<file path="config.mk">
export PLATFORM = sky130hd
export DESIGN_NAME = serial_negator
export DESIGN_NICKNAME = d
export VERILOG_FILES = /design/src/rtl/serial_negator_pkg.sv /design/src/rtl/serial_negator_lane.sv /design/src/rtl/serial_negator.sv
export SDC_FILE = /design/constraint.sdc
export NUM_CORES = 1
export LEC_CHECK = 0
export CAP_MARGIN = 25
export CORE_MARGIN = 1.5
export CORE_UTILIZATION = 50
export DETAILED_ROUTE_END_ITERATION = 6
export PLACE_DENSITY = 0.8
export SYNTH_ARGS = -nofsm -noshare
export SYNTH_HDL_FRONTEND = slang
export SYNTH_HIERARCHICAL = 1
export SYNTH_SLANG_ARGS = --single-unit
</file>
<file path="constraint.sdc">
create_clock -name t_clk -period 2.13 [get_ports t_clk]
set_input_delay 0.426 -clock t_clk [delete_from_list [all_inputs] [get_ports t_clk]]
set_output_delay 0.426 -clock t_clk [all_outputs]
set_load 0.05 [all_outputs]
</file>
<file path="src/rtl/serial_negator_pkg.sv">
// Shared types and defaults for the bit-serial negator: the transform-mode
// encoding, the per-lane scan/flip state, and the default word and lane counts.
package serial_negator_pkg;

   localparam int DEFAULT_WIDTH    = 8;
   localparam int DEFAULT_CHANNELS = 4;

   // Transform applied to a whole word; the reserved code behaves as PASS.
   typedef enum logic [1:0] {
      PASS = 2'b00,
      NEG  = 2'b01,
      ONES = 2'b10,
      RSVD = 2'b11
   } mode_e;

   // SCAN: no 1 seen yet in this word. FLIP: a 1 has gone by, so invert the rest.
   typedef enum logic {
      SCAN = 1'b0,
      FLIP = 1'b1
   } lane_state_e;

endpackage

</file>
<file path="src/rtl/serial_negator_lane.sv">
// One serial lane: scan/flip FSM for two's-complement negation, the per-bit
// transform, and detection of negating the most-negative value.
module serial_negator_lane
   import serial_negator_pkg::*;
(
   input  logic  clk,
   input  logic  rst_n,
   input  logic  clr,
   input  logic  accept,
   input  logic  word_start,
   input  logic  is_last,
   input  mode_e mode,
   input  logic  bit_in,
   output logic  y,
   output logic  ovf
);

   lane_state_e state_q, state_d, cur_state;
   logic        y_q, y_d;
   logic        ovf_q, ovf_d;

   // Lane state, output bit and overflow flag registers.
   always_ff @(posedge clk or negedge rst_n) begin
      if (!rst_n) begin
         state_q <= SCAN;
         y_q     <= 1'b0;
         ovf_q   <= 1'b0;
      end else begin
         state_q <= state_d;
         y_q     <= y_d;
         ovf_q   <= ovf_d;
      end
   end

   // Next state, transformed bit and overflow; bit 0 always starts from SCAN.
   always_comb begin
      state_d   = state_q;
      y_d       = y_q;
      ovf_d     = 1'b0;
      cur_state = word_start ? SCAN : state_q;
      if (accept) begin
         case (mode)
            NEG:     y_d = (cur_state == FLIP) ? ~bit_in : bit_in;
            ONES:    y_d = ~bit_in;
            default: y_d = bit_in;
         endcase
         state_d = ((cur_state == FLIP) || bit_in) ? FLIP : SCAN;
         ovf_d   = is_last && (mode == NEG) && (cur_state == SCAN) && bit_in;
      end else if (clr) begin
         state_d = SCAN;
      end
   end

   assign y   = y_q;
   assign ovf = ovf_q;

endmodule

</file>
<file path="src/rtl/serial_negator.sv">
// Multi-lane bit-serial negator: shared bit counter and per-word mode latch,
// with one transform lane per channel and one cycle of latency.
module serial_negator
   import serial_negator_pkg::*;
#(
   parameter int WIDTH    = DEFAULT_WIDTH,
   parameter int CHANNELS = DEFAULT_CHANNELS
) (
   input  logic                t_clk,
   input  logic                r_n,
   input  logic                clr,
   input  logic                in_valid,
   input  logic [CHANNELS-1:0] i,
   input  logic [1:0]          mode,
   output logic [CHANNELS-1:0] y,
   output logic                out_valid,
   output logic                out_first,
   output logic                out_last,
   output logic [CHANNELS-1:0] ovf
);

   localparam int CW = (WIDTH > 1) ? $clog2(WIDTH) : 1;
   localparam logic [CW-1:0] LAST_IDX = CW'(WIDTH - 1);

   // Reject unsupported word or lane counts at elaboration.
   generate
      if (WIDTH < 2 || WIDTH > 64) begin : g_bad_width
         $error("serial_negator: WIDTH must be in 2..64");
      end
      if (CHANNELS < 1 || CHANNELS > 32) begin : g_bad_channels
         $error("serial_negator: CHANNELS must be in 1..32");
      end
   endgenerate

   logic [CW-1:0] cnt_q, cnt_d, bit_idx;
   mode_e         mode_q, mode_d, mode_eff;
   logic          word_start, is_last;
   logic          out_valid_q, out_valid_d;
   logic          out_first_q, out_first_d;
   logic          out_last_q, out_last_d;

   // Bit counter, latched word mode and framing output registers.
   always_ff @(posedge t_clk or negedge r_n) begin
      if (!r_n) begin
         cnt_q       <= '0;
         mode_q      <= PASS;
         out_valid_q <= 1'b0;
         out_first_q <= 1'b0;
         out_last_q  <= 1'b0;
      end else begin
         cnt_q       <= cnt_d;
         mode_q      <= mode_d;
         out_valid_q <= out_valid_d;
         out_first_q <= out_first_d;
         out_last_q  <= out_last_d;
      end
   end

   // A clr turns the current bit into bit 0 of a fresh word, taking the mode pins directly.
   always_comb begin
      bit_idx     = clr ? '0 : cnt_q;
      word_start  = (bit_idx == '0);
      is_last     = (bit_idx == LAST_IDX);
      mode_eff    = word_start ? mode_e'(mode) : mode_q;
      cnt_d       = cnt_q;
      mode_d      = mode_q;
      out_valid_d = in_valid;
      out_first_d = in_valid && word_start;
      out_last_d  = in_valid && is_last;
      if (in_valid) begin
         cnt_d = is_last ? '0 : bit_idx + CW'(1);
         if (word_start) begin
            mode_d = mode_e'(mode);
         end
      end else if (clr) begin
         cnt_d = '0;
      end
   end

   for (genvar k = 0; k < CHANNELS; k++) begin : g_lane
      serial_negator_lane u_lane (
         .clk        (t_clk),
         .rst_n      (r_n),
         .clr        (clr),
         .accept     (in_valid),
         .word_start (word_start),
         .is_last    (is_last),
         .mode       (mode_eff),
         .bit_in     (i[k]),
         .y          (y[k]),
         .ovf        (ovf[k])
      );
   end

   assign out_valid = out_valid_q;
   assign out_first = out_first_q;
   assign out_last  = out_last_q;

endmodule
</file>
# == Yosys cells after proc, flatten, opt, wreduce, memory -nomap -nowiden ==
# Cells that the tools add are included.
# W data, S select, Z words.
# totals
regBits,20
latch_bits,0
ram_bits,0
romBits,0
inputBits,10
output_inout_bits,11
word_cells,75
memories,0
# op_classes
n_addsub,1
mul,0
n_div,0
magnitude_cmp,0
eq_ne,3
shift,0
n_mux,29
bitwise,8
reduce_logical,17
# ops
cell,count
$mux W1,21
$logic_and A1 B1 Y1,11
$mux W3,3
$not A1 Y1,8
$pmux W1 S2,4
$logic_or A1 B1 Y1,4
$add A3 B1 Y3 const B,1
$eq A3 B3 Y1 const B,1
$logic_not A3 Y1,1
$eq A2 B1 Y1 const B,1
$eq A2 B2 Y1 const B,1
$mux W2,1
$reduce_bool A2 Y1,1

# == Logic depth before layout (Yosys ltp) ==
# depth
depth_word,8
depth_mapped,9

# == Hierarchy ==
# The synthesis kept the hierarchy.
# by_module_without_submodules
mod,n_inst,cells_each,area_per_inst_um2,seq_area_each_um2
serial_negator_lane,4,20,192.7,75.1
serial_negator,1,30,379.1,200.2

# == Worst setup path before layout ==
# Ideal clock, no wire load.
# synth_path
kind,input to register
startpoint,input clr
endpoint,register g_lane[0].u_lane.y_q
setup_ps,132
arrival_ps,1881
required_ps,1998
setup_slack_ps,117
cell_stages,7
n_path_buf,0
path_cell_list,nand2b_1 ha_1 nand2_1 mux2_2 ha_1 a221oi_2 o22ai_1
# synth_between
elab_chain_cells,5
# synth_rtl
element,line,rtl
start: declaration,serial_negator.sv:11,"input logic clr,"
$mux W3 *,n/a,
$logic_not A3 Y1 *,serial_negator.sv:62,word_start = (bit_idx == '0);
$mux W2 *,n/a,
via mode_eff[0],serial_negator.sv:36,"mode_e mode_q, mode_d, mode_eff;"
$eq A2 B2 Y1 or $eq A2 B1 Y1 (tied branches),serial_negator_lane.sv:42,case (mode)
$pmux W1 S2 *,serial_negator_lane.sv:42,
end signal: assignment,serial_negator_lane.sv:30,y_q <= y_d;
end: declaration,serial_negator_lane.sv:19,"logic y_q, y_d;"
# Mark *: on every way through the listed nets, which the timed path passes. The rest lies on a longest branch.
# A chain may end at the register's enable or synchronous reset.

# == Worst setup path after layout ==
# layout_path
startpoint,input clr
endpoint,register g_lane[2].u_lane.y_q
# layout_between
elab_chain_cells,5
# layout_rtl
element,line
$mux W3 *,n/a
$logic_not A3 Y1 *,serial_negator.sv:62
$mux W2 *,n/a
via mode_eff[1],serial_negator.sv:36
$eq A2 B2 Y1 or $eq A2 B1 Y1 (tied branches),serial_negator_lane.sv:42
$pmux W1 S2 *,serial_negator_lane.sv:42
end signal: assignment,serial_negator_lane.sv:30
end: declaration,serial_negator_lane.sv:19
# Marks and branches as above.

==> reports/qor.yml <==
outcome: "finished, final reports clean"
ys_top_cells_by_area: "dfrtp_1 (44%), ha_1 (16%), inv_1 (6.5%), nand2b_1 (5.4%), a221oi_2 (5.2%)"
post_dp_cell_area_um2: 1430
period_minus_slack_ps: 2020
overflow: 0
max-clock-path-buffers: 2
layout-drive-gt1-share_pct: 22.1
synth_top_area_share_pct: 43.5
hold_path_class: "primary input to asynchronous set/reset pin"
ir_worst_vdd_mv: 0.476
worst_pin_slew_ps: 504
drtPass1Iterations: 4
finalInstanceArea_um2: 1520
cts_made_buffers: 3
fin_crit_sh_pct: 94.7
finalHoldViolCount: 0
dp_hpwl_um: 1580
grt_max_degree: 24
clock-sinks: 20
syn-cell-area_um2: 1150
globalRouteTotalUtil_pct: 20.0
criticalPathCategory: "primary input to flop"
start_util_pct: 52.5
numPortBuffers: 20
avgRoutedWirePerCell_um: 13.4
drt_iter0_drc: 13
crit_fanout: 8
vias: 849
finalPower_uw: 1250
skew_ps: 4.38
avgSynthCellArea_um2: 10.5
post_cts_resized: 10
grt_pass1_vias: 855
synth_nets: 135
synth_cells: 110
drc: 0
ant_nets: 0
wirelength_um: 2260
diodes: 0
h-tree-depth: 1
antenna_found_initial: 0
cp.arrival_ps: 2210
cts_root_buf: "clkbuf_4"
clkTransAtPathRegs_ps: 120
maxClockFrequency_mhz: 496
fp.dieW_um: 51.0
final_cell_mix: "inv_1 (20), dfrtp_1 (20), clkdlybuf4s50_1 (19)"
cp-start-kind: "primary input"
cap_violations: 0
synth_cell_types: 18
cp-end-kind: "flop"
required_ps: 2320
rsz0062_at_grt: "false"
fin_hold_ws_ps: 438
hold_buffers: 0
utilization_pct: 69.2
setup_violations: 0
area_delta_synth_final_pct: 31.9
final_nets: 166
ys_seq_elements: 20
place_congestion: 0.769
io-pin-count: 21
coreArea_um2: 2190
p_per_area_nw_per_um2: 823
grt_pass1_wl_um: 3900
rows: 17
seq_area_frac_synth_pct: 43.5
p_leak_uw: 0.000772
die_area_um2: 2600
clkLatencyLatePin_ps: 310
ys_warn_count: 6
synth_area_leader_cell: "dfrtp_1"
dieHeight_um: 51.0
relSlewSlack_pct: 66.3
cts_tree: "built"
cts_setup_buffers: 0
via_per_inst: 5.05
drv_slew: 0
report_power, final:
part	switching, uW	total, uW	internal [uW]	leakage, uW
registers	31.0	460	429	0.000254
logic	269	471	201	0.000490
clock network	126	317	190	0.0000279
total	427	1250	821	0.000772
cell type report:
cell class / count / area (um2)
inverters: 24 / 90.1
clock inverters: 1 / 30.0
flip-flops and latches: 20 / 500
multi-input cells: 66 / 594
repair buffers: 26 / 244
well taps: 28 / 35.0
fillers: 179 / 674
clock buffers: 3 / 22.5
cell usage after synthesis:
| library cell | n |
|---|---|
| dfrtp_1 | 20 |
| inv_1 | 20 |
| ha_1 | 15 |
| nand2b_1 | 10 |
| nand2_1 | 7 |
| o21ai_0 | 6 |
| a221oi_2 | 4 |
| inv_2 | 4 |
| mux2i_1 | 4 |
| nand3_1 | 4 |
| nor2_1 | 4 |
| o22ai_1 | 4 |
| mux2_2 | 2 |
| mux2_4 | 2 |
| and2_1 | 1 |
| and3_4 | 1 |
| nand2b_4 | 1 |
| xnor2_1 | 1 |
cell families after synthesis:
group	count (synthesis)	synth area share (%)
AO/OA/AOI/OAI	14	10.0
XOR/XNOR	1	0.762
adder cells (fa/ha/maj)	15	16.3
buffers and inverters	24	7.83
flip-flops	20	43.5
multiplexers	8	8.05
AND/OR/NAND/NOR	28	13.5
final timing paths:
path                                    start                  endpoint  slack, ps  cells after the start
max in group asynchronous                 r_n        g_lane[0].u_lane/y       1490                      2
min in group t_clk         g_lane[1].u_lane/y        g_lane[1].u_lane/y        540                      2
hold / removal                            r_n  g_lane[0].u_lane/state_q        440                      2
setup reg to reg                     cnt_q[0]        g_lane[2].u_lane/y        200                      8
setup / recovery                          clr        g_lane[2].u_lane/y        110                      9
hold reg to reg            g_lane[1].u_lane/y        g_lane[1].u_lane/y        540                      2
state kept, by name, indices dropped and copies added, names as in the netlist:
register               cells
g_lane.u_lane/state_q      4
mode_q                     2
g_lane.u_lane/y            4
out_last                   1
cnt_q                      3
out_first                  1
g_lane.u_lane/ovf          4
out_valid                  1
per-layer routing:
metal	vias to the layer above	part of all wire (%)	track usage (%)
li1	419	-	-
met2	21	50	34.4
met1	407	45	26.6
met3	2	3.7	2.34
met4	0	0.71	5.41
met5	-	0	0
worst max-delay path: stages:
cell and delay (ps):
dlygate4sd2_1 260, nand2b_4 150, ha_1 220, nand2_2 120, mux2_4 360, ha_1 320
inv_1 40, o21ai_0 180, o22ai_1 120
metrics by stage:
step,setup TNS (ps),setup slack [ps],std cells
2_1_floorplan,0,117,110
3_3_place_gp,-1880,-375,164
3_5_place_dp,-2490,-449,164
4_1_cts,0,195,168
5_1_grt,0,37.3,168
6_report,0,113,168
Note: power is estimated with default switching activity, not from simulation.
